### config.mk
export PLATFORM = sky130hd
export DESIGN_NAME = nfa_match_engine
export DESIGN_NICKNAME = d
export VERILOG_FILES = /design/src/rtl/nfa_pkg.sv /design/src/rtl/nfa_class_match.sv /design/src/rtl/nfa_match_engine.sv
export SDC_FILE = /design/constraint.sdc
export NUM_CORES = 1
export LEC_CHECK = 0
export CAP_MARGIN = 20
export CORE_ASPECT_RATIO = 1.75
export CORE_UTILIZATION = 60
export DETAILED_ROUTE_END_ITERATION = 16
export GPL_ROUTABILITY_DRIVEN = 0
export GPL_TIMING_DRIVEN = 0
export PLACE_DENSITY = 0.77
export SLEW_MARGIN = 20
export SYNTH_ARGS = -nofsm -noshare
export SYNTH_HDL_FRONTEND = slang
export SYNTH_HIERARCHICAL = 1
export SYNTH_SLANG_ARGS = --single-unit
### constraint.sdc
create_clock -name clk -period 5.2 [get_ports clk]
set_clock_uncertainty 0.05 [all_clocks]
set_input_delay 1.04 -clock clk [delete_from_list [all_inputs] [get_ports clk]]
set_output_delay 1.04 -clock clk [all_outputs]
set_load 0.01 [all_outputs]
### src/rtl/nfa_pkg.sv
// nfa_pkg: shared config layout for the NFA match engine.
// Per-state word: [7:0] lo, [15:8] hi, [16] nocase, [17] loop, [18] opt, [19] accept.
package nfa_pkg;
    localparam int CFG_W      = 20;
    localparam int LO_LSB     = 0;
    localparam int HI_LSB     = 8;
    localparam int NOCASE_BIT = 16;
    localparam int LOOP_BIT   = 17;
    localparam int OPT_BIT    = 18;
    localparam int ACCEPT_BIT = 19;
    localparam int ANCHOR_BIT = 0;

    function automatic logic is_letter(input logic [7:0] c);
        return (c >= 8'h41 && c <= 8'h5a) || (c >= 8'h61 && c <= 8'h7a);
    endfunction
endpackage

### src/rtl/nfa_class_match.sv
// nfa_class_match: byte range test for one NFA state.
// With nocase, letters also try the opposite case; lo > hi never hits.
module nfa_class_match
    import nfa_pkg::*;
(
    input  logic [7:0] i_lo,
    input  logic [7:0] i_hi,
    input  logic       i_nocase,
    input  logic [7:0] i_char,
    output logic       o_hit
);
    logic [7:0] w_alt;
    logic       w_raw, w_fold;

    assign w_alt  = i_char ^ 8'h20;
    assign w_raw  = (i_char >= i_lo) && (i_char <= i_hi);
    assign w_fold = i_nocase && is_letter(i_char) && (w_alt >= i_lo) && (w_alt <= i_hi);
    assign o_hit  = w_raw | w_fold;
endmodule

### src/rtl/nfa_match_engine.sv
// nfa_match_engine: streaming byte NFA with sticky match and a ready/valid match report.
// States chain in order; opt states may be skipped, loop states re-arm themselves.
module nfa_match_engine
    import nfa_pkg::*;
#(
    parameter int NUM_STATES = 8,
    parameter int CNT_W      = 16
) (
    input  logic                            clk,
    input  logic                            rst_n,
    input  logic                            sod,
    input  logic                            en,
    input  logic [7:0]                      char,
    input  logic                            cfg_we,
    input  logic [$clog2(NUM_STATES+1)-1:0] cfg_addr,
    input  logic [CFG_W-1:0]                cfg_data,
    output logic                            match,
    output logic                            match_valid,
    input  logic                            match_ready,
    output logic [CNT_W-1:0]                match_off,
    output logic                            overflow
);
    localparam int AW = $clog2(NUM_STATES + 1);
    localparam int IW = $clog2(NUM_STATES);

    logic [NUM_STATES-1:0][7:0] r_lo, r_hi;
    logic [NUM_STATES-1:0]      r_nocase, r_loop, r_opt, r_accept, r_active;
    logic                       r_anchored, r_first, r_match, r_valid, r_ovf;
    logic [CNT_W-1:0]           r_cnt, r_off;
    logic [NUM_STATES-1:0]      w_hit, w_in, w_next;
    logic                       w_start, w_hit_now;
    logic [IW-1:0]              w_idx;

    assign w_start = ~r_anchored | r_first;
    assign w_idx   = cfg_addr[IW-1:0];

    genvar g;
    for (g = 0; g < NUM_STATES; g++) begin : g_cls
        nfa_class_match u_cls (
            .i_lo     (r_lo[g]),
            .i_hi     (r_hi[g]),
            .i_nocase (r_nocase[g]),
            .i_char   (char),
            .o_hit    (w_hit[g])
        );
    end

    // The chained entry excludes the self-loop term: a loop only re-arms its own state.
    always_comb begin
        logic v;
        v = w_start;
        for (int i = 0; i < NUM_STATES; i++) begin
            w_in[i] = v;
            v = r_active[i] | (r_opt[i] & v);
        end
    end

    assign w_next    = w_hit & (w_in | (r_loop & r_active));
    assign w_hit_now = |(w_next & r_accept);

    always_ff @(posedge clk or negedge rst_n) begin
        if (!rst_n) begin
            r_lo       <= '0;
            r_hi       <= '0;
            r_nocase   <= '0;
            r_loop     <= '0;
            r_opt      <= '0;
            r_accept   <= '0;
            r_anchored <= 1'b0;
            r_active   <= '0;
            r_first    <= 1'b1;
            r_cnt      <= '0;
            r_match    <= 1'b0;
            r_valid    <= 1'b0;
            r_off      <= '0;
            r_ovf      <= 1'b0;
        end else begin
            if (r_valid && match_ready) r_valid <= 1'b0;
            if (sod) begin
                r_active <= '0;
                r_first  <= 1'b1;
                r_cnt    <= '0;
                r_match  <= 1'b0;
                r_ovf    <= 1'b0;
            end else if (en) begin
                r_active <= w_next;
                r_first  <= 1'b0;
                if (r_cnt != '1) r_cnt <= r_cnt + 1'b1;
                if (w_hit_now) begin
                    r_match <= 1'b1;
                    if (!r_valid || match_ready) begin
                        r_valid <= 1'b1;
                        r_off   <= r_cnt;
                    end else begin
                        r_ovf <= 1'b1;
                    end
                end
            end
            if (cfg_we) begin
                if (cfg_addr == AW'(NUM_STATES)) begin
                    r_anchored <= cfg_data[ANCHOR_BIT];
                end else if (cfg_addr < AW'(NUM_STATES)) begin
                    r_lo[w_idx]     <= cfg_data[LO_LSB +: 8];
                    r_hi[w_idx]     <= cfg_data[HI_LSB +: 8];
                    r_nocase[w_idx] <= cfg_data[NOCASE_BIT];
                    r_loop[w_idx]   <= cfg_data[LOOP_BIT];
                    r_opt[w_idx]    <= cfg_data[OPT_BIT];
                    r_accept[w_idx] <= cfg_data[ACCEPT_BIT];
                end
            end
        end
    end

    assign match       = r_match;
    assign match_valid = r_valid;
    assign match_off   = r_off;
    assign overflow    = r_ovf;
endmodule
==> results of run 1 <==
[path summary, 6_finish.rpt]
check                                       end  cells past startpoint                  from  slack, ns
setup / recovery              match$_DFFE_PN0P_                     14               char[0]       0.62
min in group clk           r_hi[61]$_DFFE_PN0P_                      1  r_hi[61]$_DFFE_PN0P_       0.45
setup reg to reg              match$_DFFE_PN0P_                     13  r_hi[29]$_DFFE_PN0P_       2.03
hold reg to reg            r_hi[61]$_DFFE_PN0P_                      1  r_hi[61]$_DFFE_PN0P_       0.45
hold / removal             r_lo[59]$_DFFE_PN0P_                      1                 rst_n       0.38
max in group asynchronous  r_hi[29]$_DFFE_PN0P_                      3                 rst_n       3.56
[power breakdown]
| group | internal [mW] | total (mW) | switching, mW |
|---|---|---|---|
| combinational | 0.738 | 1.61 | 0.872 |
| clock | 1.06 | 1.69 | 0.636 |
| sequential | 1.90 | 2.08 | 0.182 |
[flip-flops by register name, indices dropped and copies added, names as in the netlist, 7 cells and up]
register / cells
r_active: 8
r_cnt: 16
match_off: 16
r_lo: 64
r_accept: 8
r_nocase: 8
r_loop: 8
r_hi: 64
r_opt: 7
[per-layer routing]
| metal | global-route usage (%) | wire (microns) | vias to the layer above |
|---|---|---|---|
| met5 | 0 | 0 | - |
| met4 | 16.0 | 1640 | 0 |
| met3 | 2.93 | 1270 | 105 |
| met2 | 58.3 | 17500 | 299 |
| met1 | 32.5 | 12200 | 4984 |
| li1 | - | - | 4764 |
[critical path, stage by stage]
cell             delay, ns
clkdlybuf4s50_1       0.99
inv_1                 0.24
ha_1                  0.33
nor3b_1               0.17
o21bai_1              0.10
a21oi_1               0.25
o31ai_1               0.13
a32o_1                0.32
nand2_1               0.09
nor2_1                0.07
nor4_4                0.32
nand4_4               0.25
o31ai_2               0.44
o21ai_1               0.12
[cell type report]
type                       instances  share of cell area, %
multi-input combinational        879                   48.2
sequential                       204                   34.9
timing repair buffer              60                   4.32
clock buffer                      27                   4.08
inverter                         158                   4.05
tap                              252                   2.15
clock inverter                     9                   1.22
buffer                            36                   1.15
[cells in the final DEF (no fill, tap or decap), types with 3 or more instances in the layout]
cell / instances
clkbuf_8: 5
o22ai_1: 10
inv_1: 157
a21boi_0: 15
and4_1: 3
o211ai_1: 17
buf_16: 3
clkbuf_16: 21
o21ai_0: 42
a21o_1: 6
nor2_1: 53
o21bai_1: 8
o31a_1: 8
nand4_1: 29
a21oi_1: 88
clkbuf_1: 25
o211ai_2: 10
nor3_1: 19
clkdlybuf4s50_1: 48
nand2_1: 82
nand3_1: 43
o31ai_1: 17
a22oi_1: 8
bufinv_16: 5
nand3b_1: 4
a32o_1: 8
nor3b_1: 11
ha_1: 145
a32oi_1: 5
a31oi_1: 16
buf_2: 16
o21a_1: 17
or4_1: 8
buf_6: 3
mux2_2: 160
dfrtp_1: 203
xnor2_1: 11
[per-stage QoR]
step,utilization [%],cell area (sq um),setup TNS [ns]
2_1_floorplan,-,12900,0
3_3_place_gp,65.7,13800,-1146.02
3_5_place_dp,66.0,13900,-1.16
4_1_cts,69.7,14700,0
5_1_grt,69.7,14700,0
6_report,69.7,14700,0
[cells by family after synthesis]
kind of cell               after synthesis  share of synthesized area [%]
muxes                                  161                           14.0
buffers and inverters                  194                           5.89
AOI/OAI and AO/OA                      293                           15.3
DFF                                    204                           39.5
xor gates and xnor gates                13                          0.881
and+or+nand+nor                        267                           10.3
adders and majority gates              145                           14.0
==> metrics.txt, run 1 <==
post-route ant nets=0; final period utilization=88.0%; Async SR Flop Fraction=100%; post-CTS setup buffer count=0; minimum clock period=4.58 ns; footprint of the multi-input gates=0.00706 sq mm; clock latency on the worst-skew pair=0.50 ns; Max-Cap Viols=0; CP Max Fanout=24; cell taking the most area after synthesis=dfrtp_1; relative slew slack=27.4%; fillers=1605; total chip power=5.38 mW; fmax=219 MHz; Routed Wire Length=32600 microns; ant diodes=0; CTS tree=done; smallest hold slack=0.376 ns; via/cell ratio=6.25; Arr. time, crit path=4.88 ns; most frequent cell after synthesis=dfrtp_1; type of the worst setup path=in -> reg; Die ar.=0.0222 sq mm; router iterations before antenna repair=5; Synth Warn #=6; register bit total from synthesis=204; critical path data required time=5.51 ns; VDD IR max=0.288 mV; Overflow after GRT=0; Hold Vio Cnt, Final=0; Total GRT Usage=30.5%; RSZ-0062 raised after global routing=no; Syn Nets=1460; Vias=10200; wire length of the first global-routing pass=52500 microns; Seq/Total Area, Yosys=39.5%; CTS resizes=0; Die W=113 microns; worst-margin pin slew=1.09 ns; DRC=0; initial core utilization=61.5%; top post-synthesis cells by area=dfrtp_1 39%, ha_1 14%, mux2_2 14%, inv_1 4.6%, a21oi_1 3.4%; CTS Buffer Depth=3; Mapped Cells=1277; post-synth top area share=39.3%; largest net degree at the start of global routing=102; Sequential Area=0.00511 sq mm; CTS root buf=clkbuf_16; critical path capture point type=flop; Power Dens Cells=367 mW/mm^2; cell row count=70; fin. max-slew vios=0; share of post-route cells with drive strength above 1=17.9%; CORE AREA=0.0210 sq mm; routed len/inst=20.0 microns; fin cells=1625; mean area per synthesized cell=10.1 sq um; crit start category=input pin; Post-CTS Hold Fix Bufs=0; Setup-failing EPs final=0; CTS buffer count=20; final setup margin=0.625 ns; CTS Sinks=204; Total Nets Final=1542; area delta synth->final=13.3%; EDFF count, synth=0; # IOs=57; post-synthesis cell area=0.0129 sq mm; number of global-route vias before repair=10400; Post-Place Cells=1589; quantity of I/O buffers inserted on ports=56; most instantiated cells after synthesis=203 x dfrtp_1, 160 x mux2_2, 157 x inv_1, 145 x ha_1, 88 x a21oi_1; initial DRC count=405; die span in y=196 microns; dpl hpwl=23700 microns; H-tree levels=1; antenna violations before repair=0; leakage=6.75 nW; Post-Place Setup Slack=-0.180 ns; Unique masters post-synth=61; Hold WC Path Type=in -> async; clock-pin transition on the worst setup and hold timing paths=0.07 ns; status=complete, no violations; most used flip-flop cell after synthesis=dfrtp_1
(Power assumes the default switching activity.)
==> run 2, diff against run 1 <==
--- a/config.mk
+++ b/config.mk
@@ -11,8 +11,8 @@
 export DETAILED_ROUTE_END_ITERATION = 16
 export GPL_ROUTABILITY_DRIVEN = 0
 export GPL_TIMING_DRIVEN = 0
+export HOLD_SLACK_MARGIN = 0.02
 export PLACE_DENSITY = 0.77
-export SLEW_MARGIN = 20
 export SYNTH_ARGS = -nofsm -noshare
 export SYNTH_HDL_FRONTEND = slang
 export SYNTH_HIERARCHICAL = 1
==> metrics.txt, run 2 (same netlist as run 1, synthesis figures left out) <==
initial DRC count=526; fin util=69.4%; minimum clock period=4.77 ns; worst hold path endpoint=r_lo[9]$_DFFE_PN0P_; CP Max Fanout=24; clock latency on the worst-skew pair=0.50 ns; status=complete, no violations; fillers=1627; Overflow after GRT=0; Routed Wire Length=33200 microns; CTS Sinks=204; Power Dens Cells=356 mW/mm^2; antenna violations before repair=0; smallest hold slack=0.454 ns; final setup margin=0.428 ns; share of post-route cells with drive strength above 1=17.5%; type of the worst setup path=in -> reg; CTS tree=done; Post-Place Setup Slack=-0.164 ns; post-CTS setup buffer count=0; crit start category=input pin; dpl hpwl=23700 microns; Vias=10200; routed len/inst=20.4 microns; number of global-route vias before repair=10600; Setup-failing EPs final=0; DRC=0; CTS root buf=clkbuf_16; die span in y=196 microns; via/cell ratio=6.26; clock-pin transition on the worst setup and hold timing paths=0.07 ns; Post-Place Cell Area=0.0139 sq mm; CORE AREA=0.0210 sq mm; largest net degree at the start of global routing=106; post-route ant nets=0; Crit Reg-Reg Endpoint=match$_DFFE_PN0P_; fmax=210 MHz; Hold Vio Cnt, Final=0; critical path data required time=5.51 ns; area delta synth->final=12.8%; reg-to-reg startpoint=r_lo[8]$_DFFE_PN0P_; Max-Cap Viols=0; Hold WC Path Type=reg -> reg; H-tree levels=1; CTS resizes=0; fin cells=1626; Total GRT Usage=31.0%; CTS buffer count=20; Die W=113 microns; Post-CTS Hold Fix Bufs=0; R2R setup slack=1.91 ns; initial core utilization=61.5%; final instance area=0.0146 sq mm; final period utilization=91.8%; Die ar.=0.0222 sq mm; Arr. time, crit path=5.08 ns; relative slew slack=21.6%; fin. max-slew vios=0; Total Nets Final=1543; quantity of I/O buffers inserted on ports=56; Top Registers=r_hi: 64 flops, r_lo: 64 flops; Post-Place Cells=1589; most common cell after layout, fill and taps aside=dfrtp_1; RSZ-0062 raised after global routing=no; worst-margin pin slew=1.17 ns; router iterations before antenna repair=5; VDD IR max=0.266 mV; critical path capture point type=flop; wire length of the first global-routing pass=53400 microns; Worst Min Path Start=r_lo[9]$_DFFE_PN0P_; most frequent cells in the layout=203 x dfrtp_1, 160 x mux2_2, 157 x inv_1; CTS Buffer Depth=3; # IOs=57; ant diodes=0; leakage=6.72 nW; Reg2Reg Depth=12; cell row count=70; hold path cells=1
==> run 2: area by class of cell <==
cell class,count,area [sq um],share of cell area (%)
tap,252,315,2.16
timing repair buffer,61,676,4.63
multi-input combinational,879,7060,48.4
clock buffer,30,609,4.18
buffer,36,169,1.16
inverter,158,593,4.07
clock inverter,6,57.6,0.395
sequential,204,5110,35.0
==> run 2: power by group <==
| group | switching (mW) | internal (mW) | total [mW] |
|---|---|---|---|
| Combinational | 0.882 | 0.742 | 1.62 |
| Clock | 0.626 | 0.861 | 1.49 |
| Sequential | 0.180 | 1.90 | 2.08 |
==> run 2: stage by stage <==
| stage | TNS (ns) | power, mW |
|---|---|---|
| floorplan | 0 | 3.21 |
| global placement | -1146.02 | 3.60 |
| detailed placement | -0.955 | 3.69 |
| CTS | 0 | 5.20 |
| global route | 0 | 5.51 |
| finish | 0 | 5.19 |
==> run 2: worst max-delay path, cell delays in order <==
cell,delay (ns)
clkdlybuf4s50_1,1.03
inv_1,0.23
ha_1,0.36
nor3b_1,0.29
o21bai_1,0.14
a21oi_1,0.26
o31ai_1,0.12
a32o_1,0.30
nand2_1,0.14
o22ai_1,0.13
nor4_4,0.22
nand4_4,0.24
o31ai_2,0.44
o21ai_1,0.12
==> run 2: how the worst max path moves through the flow <==
| stage | start | endpoint |
|---|---|---|
| floorplan | char[5] | overflow$_DFFE_PN0P_ |
| global placement | rst_n | r_hi[31]$_DFFE_PN0P_ |
| detailed placement | char[5] | overflow$_DFFE_PN0P_ |
| CTS | char[5] | match$_DFFE_PN0P_ |
| global route | char[0] | match$_DFFE_PN0P_ |
| finish | char[0] | match$_DFFE_PN0P_ |
==> run 2: layer usage <==
| metal | global-route usage [%] | up-vias | share of wire, % |
|---|---|---|---|
| li1 | - | 4760 | - |
| met1 | 32.1 | 4986 | 37 |
| met2 | 58.8 | 321 | 53 |
| met3 | 3.80 | 116 | 4.2 |
| met4 | 18.5 | 0 | 5.7 |
| met5 | 0 | - | 0 |
==> variant 1: new RTL, flow settings as in run 1 <==
Add an input register stage for `cfg_we`, `cfg_addr` and `cfg_data`, without a reset; this delays them by one clock. The other inputs are not delayed to match.
--- a/src/rtl/nfa_match_engine.sv
+++ b/src/rtl/nfa_match_engine.sv
@@ -25,2 +25,12 @@
 
+    logic cfg_we_q;
+    logic [$clog2(NUM_STATES+1)-1:0] cfg_addr_q;
+    logic [CFG_W-1:0] cfg_data_q;
+
+    always_ff @(posedge clk) begin
+        cfg_we_q   <= cfg_we;
+        cfg_addr_q <= cfg_addr;
+        cfg_data_q <= cfg_data;
+    end
+
     logic [NUM_STATES-1:0][7:0] r_lo, r_hi;
@@ -34,3 +44,3 @@
     assign w_start = ~r_anchored | r_first;
-    assign w_idx   = cfg_addr[IW-1:0];
+    assign w_idx   = cfg_addr_q[IW-1:0];
 
@@ -98,12 +108,12 @@
             end
-            if (cfg_we) begin
-                if (cfg_addr == AW'(NUM_STATES)) begin
-                    r_anchored <= cfg_data[ANCHOR_BIT];
-                end else if (cfg_addr < AW'(NUM_STATES)) begin
-                    r_lo[w_idx]     <= cfg_data[LO_LSB +: 8];
-                    r_hi[w_idx]     <= cfg_data[HI_LSB +: 8];
-                    r_nocase[w_idx] <= cfg_data[NOCASE_BIT];
-                    r_loop[w_idx]   <= cfg_data[LOOP_BIT];
-                    r_opt[w_idx]    <= cfg_data[OPT_BIT];
-                    r_accept[w_idx] <= cfg_data[ACCEPT_BIT];
+            if (cfg_we_q) begin
+                if (cfg_addr_q == AW'(NUM_STATES)) begin
+                    r_anchored <= cfg_data_q[ANCHOR_BIT];
+                end else if (cfg_addr_q < AW'(NUM_STATES)) begin
+                    r_lo[w_idx]     <= cfg_data_q[LO_LSB +: 8];
+                    r_hi[w_idx]     <= cfg_data_q[HI_LSB +: 8];
+                    r_nocase[w_idx] <= cfg_data_q[NOCASE_BIT];
+                    r_loop[w_idx]   <= cfg_data_q[LOOP_BIT];
+                    r_opt[w_idx]    <= cfg_data_q[OPT_BIT];
+                    r_accept[w_idx] <= cfg_data_q[ACCEPT_BIT];
                 end
Function: changed (Yosys sat finds a counterexample within 4 cycles, from zero or initial values and one cycle with rst_n low).
==> variant 1 against run 1 <==
Wire length increased by 5.3%. Setup slack lost 0.34 ns. Clock power grew 4%. Sequential cell count is 25 higher. Critical endpoint unchanged. Cell area up 4.0%. Global-route usage up 1.0 points. Total power up 5.5%. Area after synthesis rose by 3.9%.
==> variant 1: results (changes against run 1) <==
The run gives 1,691 (+5.4%) as the fill cell total of the finished layout. The total nets after synthesis was 1,485 (+1.7%). By area the synthesized netlist is led by sky130_fd_sc_hd__dfrtp_1 38%, sky130_fd_sc_hd__ha_1 14%, sky130_fd_sc_hd__mux2_2 13%. The number of port buffers is 56 (unchanged), and the number of setup buffers added after CTS is 0 (unchanged). The largest net degree at the start of global routing came out at 77 (-25%). For the number of hold-slack violations in the final timing report, the log shows 0 (unchanged). The adder-cell share of the synthesized area is 0.135 (-0.00523). The xor and xnor area share after synthesis was 0.00848 (-0.000328); the fraction of final layout cells with drive strength greater than 1 was 0.179 (-0.000395). For the first-pass GRT wire length, the log shows 54,800 microns (+4.3%). Proportion of synthesized flip-flops having asynchronous set or reset: 0.891 (-0.109). The worst voltage drop across the vdd grid was 0.000315 V (+9.2%); the wire length after detailed routing was 34,300 microns (+5.3%). The measured slew at the worst slew-check pin was 1.05 ns (-0.0311 ns); the layout net count was 1,570 (+1.8%). Classification of the worst-slack hold path: in2async. The mux contribution to synthesized area is 0.135 (-0.00522). The tools report the yosys synthesis warning count as 6 (unchanged). The number of global-route vias before repair was 10,900 (+4.7%).

For the number of cells upsized or downsized after cts, the log shows 0 (unchanged). The tools report the number of buffers created by CTS as 23 (+15%). The half-perimeter wire length after detailed placement was 24,200 microns (+1.9%). The run gives 0.315 (+0.0102) as the overall routing resource usage. The part of the Yosys area used for sequential elements was 0.418 (+0.0226).

The standby leakage power is 6.99 nW (+3.5%). The antenna diode count was 0 (unchanged). The post-synthesis compound-gate area fraction came out at 0.148 (-0.00572). For the maximum level of the CTS H-tree, the log shows 1 (unchanged). The tools report the clock latency at the later pin of the worst-skew pair as 0.53 ns (+0.03 ns). The run finished with clean final reports. The run gives 62 (+1.6%) as the unique cell type count in the Yosys netlist. The switching share of power was 0.316 (+0.00167). The run gives 10,400 (+2.4%) as the via total after detailed routing. In the final layout, the registers with the most flip-flops are r_hi: 64 flops, r_lo: 64 flops, cfg_data_q: 20 flops. Ranked by instance count, the synthesized netlist is headed by 203 x sky130_fd_sc_hd__dfrtp_1, 160 x sky130_fd_sc_hd__mux2_2, 157 x sky130_fd_sc_hd__inv_1, 145 x sky130_fd_sc_hd__ha_1, 88 x sky130_fd_sc_hd__a21oi_1. For the initial detailed-routing violation count, the log shows 577 (+42%).
==> variant 1: cell type report <==
type | instances | area, sq um | area share
Timing Repair Buffer | 60 | 633 | 0.0416
Sequential cell | 229 | 5610 | 0.368
Buffer | 36 | 169 | 0.0111
Clock buffer | 31 | 666 | 0.0437
Inverter | 158 | 593 | 0.0389
Clock inverter | 11 | 139 | 0.00912
Tap cell | 296 | 370 | 0.0243
Multi-Input combinational cell | 879 | 7060 | 0.463
==> variant 1: power by group through the flow <==
stage,registers (mW),clock network (mW),logic [mW]
after detailed placement,2.35,0,1.57
after CTS,2.31,1.79,1.58
final,2.32,1.76,1.59
after global placement,2.33,0,1.48
after floorplan,2.28,0,1.15
after global routing,2.36,1.86,1.80
==> variant 1: final timing paths <==
path / slack, ns / cells past startpoint / end / startpoint
min in group clk: 0.45 / 1 / r_lo[11] / r_lo[11]
hold reg to reg: 0.45 / 1 / r_lo[11] / r_lo[11]
setup reg to reg: 1.81 / 13 / match / r_hi[5]
setup / recovery: 0.28 / 14 / match / char[0]
max in group asynchronous: 3.56 / 3 / r_hi[61] / rst_n
hold / removal: 0.45 / 1 / overflow / rst_n
==> variant 1: layer usage <==
metal  share of wire  GRT usage  wire length, microns  up-vias
li1                -          -                     -     4837
met1            0.37      0.328                 12500     5099
met2            0.52      0.575                 17700      310
met3           0.040     0.0335                  1370      145
met4           0.078      0.238                  2670        0
met5               0          0                     0        -
==> variant 1: kinds of logic after synthesis <==
family	after synthesis
buffers and inverters	194
XOR/XNOR	13
AO/OA/AOI/OAI	293
adder cells (fa/ha/maj)	145
AND/OR/NAND/NOR	267
multiplexers	161
flip-flops	229
==> variant 1: stage by stage <==
| stage | instances | worst slack, ns | area [sq um] |
|---|---|---|---|
| 4_1_cts | 1700 | 0.390 | 15200 |
| 2_1_floorplan | 1302 | 1.89 | 13400 |
| 3_5_place_dp | 1658 | -0.139 | 14400 |
| 3_3_place_gp | 1654 | -5.68 | 14400 |
| 5_1_grt | 1700 | 0.208 | 15200 |
| 6_report | 1700 | 0.280 | 15200 |
==> variant 1: worst max-delay path: stages <==
cell and delay, ns:
sky130_fd_sc_hd__clkdlybuf4s50_1 1.15, sky130_fd_sc_hd__inv_1 0.29, sky130_fd_sc_hd__ha_1 0.35, sky130_fd_sc_hd__nor3b_1 0.19, sky130_fd_sc_hd__o21bai_1 0.11, sky130_fd_sc_hd__a21oi_1 0.28
sky130_fd_sc_hd__o31ai_1 0.14, sky130_fd_sc_hd__a32o_1 0.31, sky130_fd_sc_hd__nand2_1 0.09, sky130_fd_sc_hd__a21oi_1 0.06, sky130_fd_sc_hd__nor4_4 0.29, sky130_fd_sc_hd__nand4_4 0.24
sky130_fd_sc_hd__o31ai_2 0.56, sky130_fd_sc_hd__o21ai_1 0.14
==> variant 2: new RTL, flow settings as in run 1 <==
Made on the original files. `CNT_W`: 16 -> 12.
--- a/src/rtl/nfa_match_engine.sv
+++ b/src/rtl/nfa_match_engine.sv
@@ -6,3 +6,3 @@
     parameter int NUM_STATES = 8,
-    parameter int CNT_W      = 16
+    parameter int CNT_W      = 12
 ) (
Interface: changed (resized match_off); port bits go from 57 to 53. The function was not compared with the original's and may differ.
==> variant 2 against run 1 <==
Wire length shrank 9.5%. Global-route usage is essentially flat. Cell area shrank 7.7%. Sequential power shrank 3%. Sequential cell count shrank 8. Setup slack lost 0.086 ns. Area after synthesis shrank 6.7%. Largest cell class unchanged. Worst hold slack gained 0.074 ns. Total power shrank 11%.
==> variant 2: results (changes against run 1) <==
The worst register-to-register path ends at match_off[7]. Ranked by total cell area, the synthesized netlist is headed by sky130_fd_sc_hd__dfrtp_1 40%, sky130_fd_sc_hd__mux2_2 15%, sky130_fd_sc_hd__ha_1 15%. The tools report the worst voltage drop across the vdd grid as 0.000232 V (-20%). The logs give 1,466 (-7.7%) for the number of placed instances, taps included and -0.507 ns (-0.327 ns) for the worst slack at placement. In this run the worst hold path is classified as reg2reg. The mux contribution to synthesized area was 0.164 (+0.0236). The path depth of the worst reg2reg path was 15 (+2). The clock latency at the later pin of the worst-skew pair was 0.44 ns (-0.06 ns); the number of port buffers was 51 (-8.9%).

The slack of the worst reg-to-reg path was 1.60 ns (-0.43 ns); the via total after detailed routing was 9,126 (-10%). The tools report the initial detailed-routing violation count as 434 (+7.2%). The logs give 21,500 microns (-9.7%) for the half-perimeter wire length after detailed placement and 1,512 (-5.8%) for the fill cell total of the finished layout.

The maximum level of the CTS H-tree was 4 (+3). The buffer depth of the longest clock path is 2 (-1). Met2 routing resource usage after global routing: 0.545 (-0.0380).

The total nets after synthesis came out at 1,348 (-7.7%). The measured slew at the worst slew-check pin came out at 0.892 ns (-0.194 ns). The run finished with clean final reports. The detail-routed via count per cell came out at 6.10 (-2.4%). The critical path in this run is classified as in2reg. The xor and xnor area share after synthesis was 0.00799 (-0.000816); the synthesized area per cell was 10.3 sq um (+2.2%). The post-synthesis compound-gate area fraction is 0.127 (-0.0267). The unique cell type count in the Yosys netlist was 51 (-16%); the fraction of final layout cells with drive strength greater than 1 was 0.181 (+0.00214). Wire length after detailed routing: 29,500 microns (-9.5%). The slowest stage of the critical path is the sky130_fd_sc_hd__dlymetal6s2s_1 cell. The reported combinational group power was 1.48 mW (-8%).

The instance count along the most critical hold path was 1; the standby leakage power was 6.36 nW (-5.9%). By count the netlist is led by 195 x sky130_fd_sc_hd__dfrtp_1, 162 x sky130_fd_sc_hd__mux2_2, 155 x sky130_fd_sc_hd__inv_1, 145 x sky130_fd_sc_hd__ha_1. The sequential group share of total power was 0.421 (+0.035). The startpoint identified for the worst register-to-register timing path is r_hi[37]. The logs give 8 (+3) for the detailed-router iteration count before antenna repair and 4.94 ns (+0.06 ns) for the worst endpoint data arrival time. The met3 demand-to-capacity share in global routing was 0.0417 (+0.0123). The final hold slack is 0.450 ns (+0.0742 ns), and the switching share of power is 0.331 (+0.0169). The first-pass GRT wire length was 47,300 microns (-9.9%). The fraction of met1 tracks used by global routing was 0.343 (+0.0176); the overall routing resource usage was 0.304 (about the same). The worst stage delay on the critical path is 0.66 ns (-0.33 ns), and the highest achievable clock rate is 215 MHz (-1.9%).

The tools report the number of buffers created by CTS as 17 (-15%). Adder-cell share of the synthesized area: 0.151 (+0.0102).
variant 2: changes by cell type after synthesis, moves of 4 or more:
cell | before | now
sky130_fd_sc_hd__xor2_1 | 2 | 6
sky130_fd_sc_hd__o211ai_1 | 17 | 10
sky130_fd_sc_hd__clkbuf_1 | 24 | 16
sky130_fd_sc_hd__xnor2_1 | 11 | 5
sky130_fd_sc_hd__nand3_1 | 43 | 26
sky130_fd_sc_hd__nor2_1 | 53 | 44
sky130_fd_sc_hd__buf_2 | 9 | 1
sky130_fd_sc_hd__a21boi_0 | 15 | 0
sky130_fd_sc_hd__dfrtp_1 | 203 | 195
sky130_fd_sc_hd__nand4_1 | 29 | 12
sky130_fd_sc_hd__a31oi_1 | 16 | 0
sky130_fd_sc_hd__mux2_4 | 0 | 10
sky130_fd_sc_hd__o211ai_2 | 10 | 0
sky130_fd_sc_hd__nand2_1 | 82 | 90
variant 2: metal layers:
layer	share of wire	vias to the layer above
met4	0.047	0
met3	0.035	81
met5	0	-
met1	0.39	4509
met2	0.53	261
li1	-	4275
variant 2: timing repair:
action / in CTS / in global routing
setup endpoints to repair: 10 / 10
pin swaps: 0 / 0
gates resized for setup: 1 / 1
variant 2: through the flow:
stage | area, sq um | power [mW] | TNS, ns
floorplan | 12100 | 3.04 | 0
detailed placement | 13000 | 3.49 | -5.76
global route | 13500 | 5.06 | 0
CTS | 13500 | 4.78 | 0
finish | 13500 | 4.76 | 0
global placement | 12900 | 3.39 | -1029.20
variant 2: final cells by class:
cell class	count	area share
Multi-Input combinational cell	794	0.480
Sequential cell	196	0.363
Timing Repair Buffer	56	0.0448
Inverter	155	0.0430
Clock buffer	21	0.0333
Tap cell	245	0.0227
Clock inverter	10	0.00750
Buffer	20	0.00620
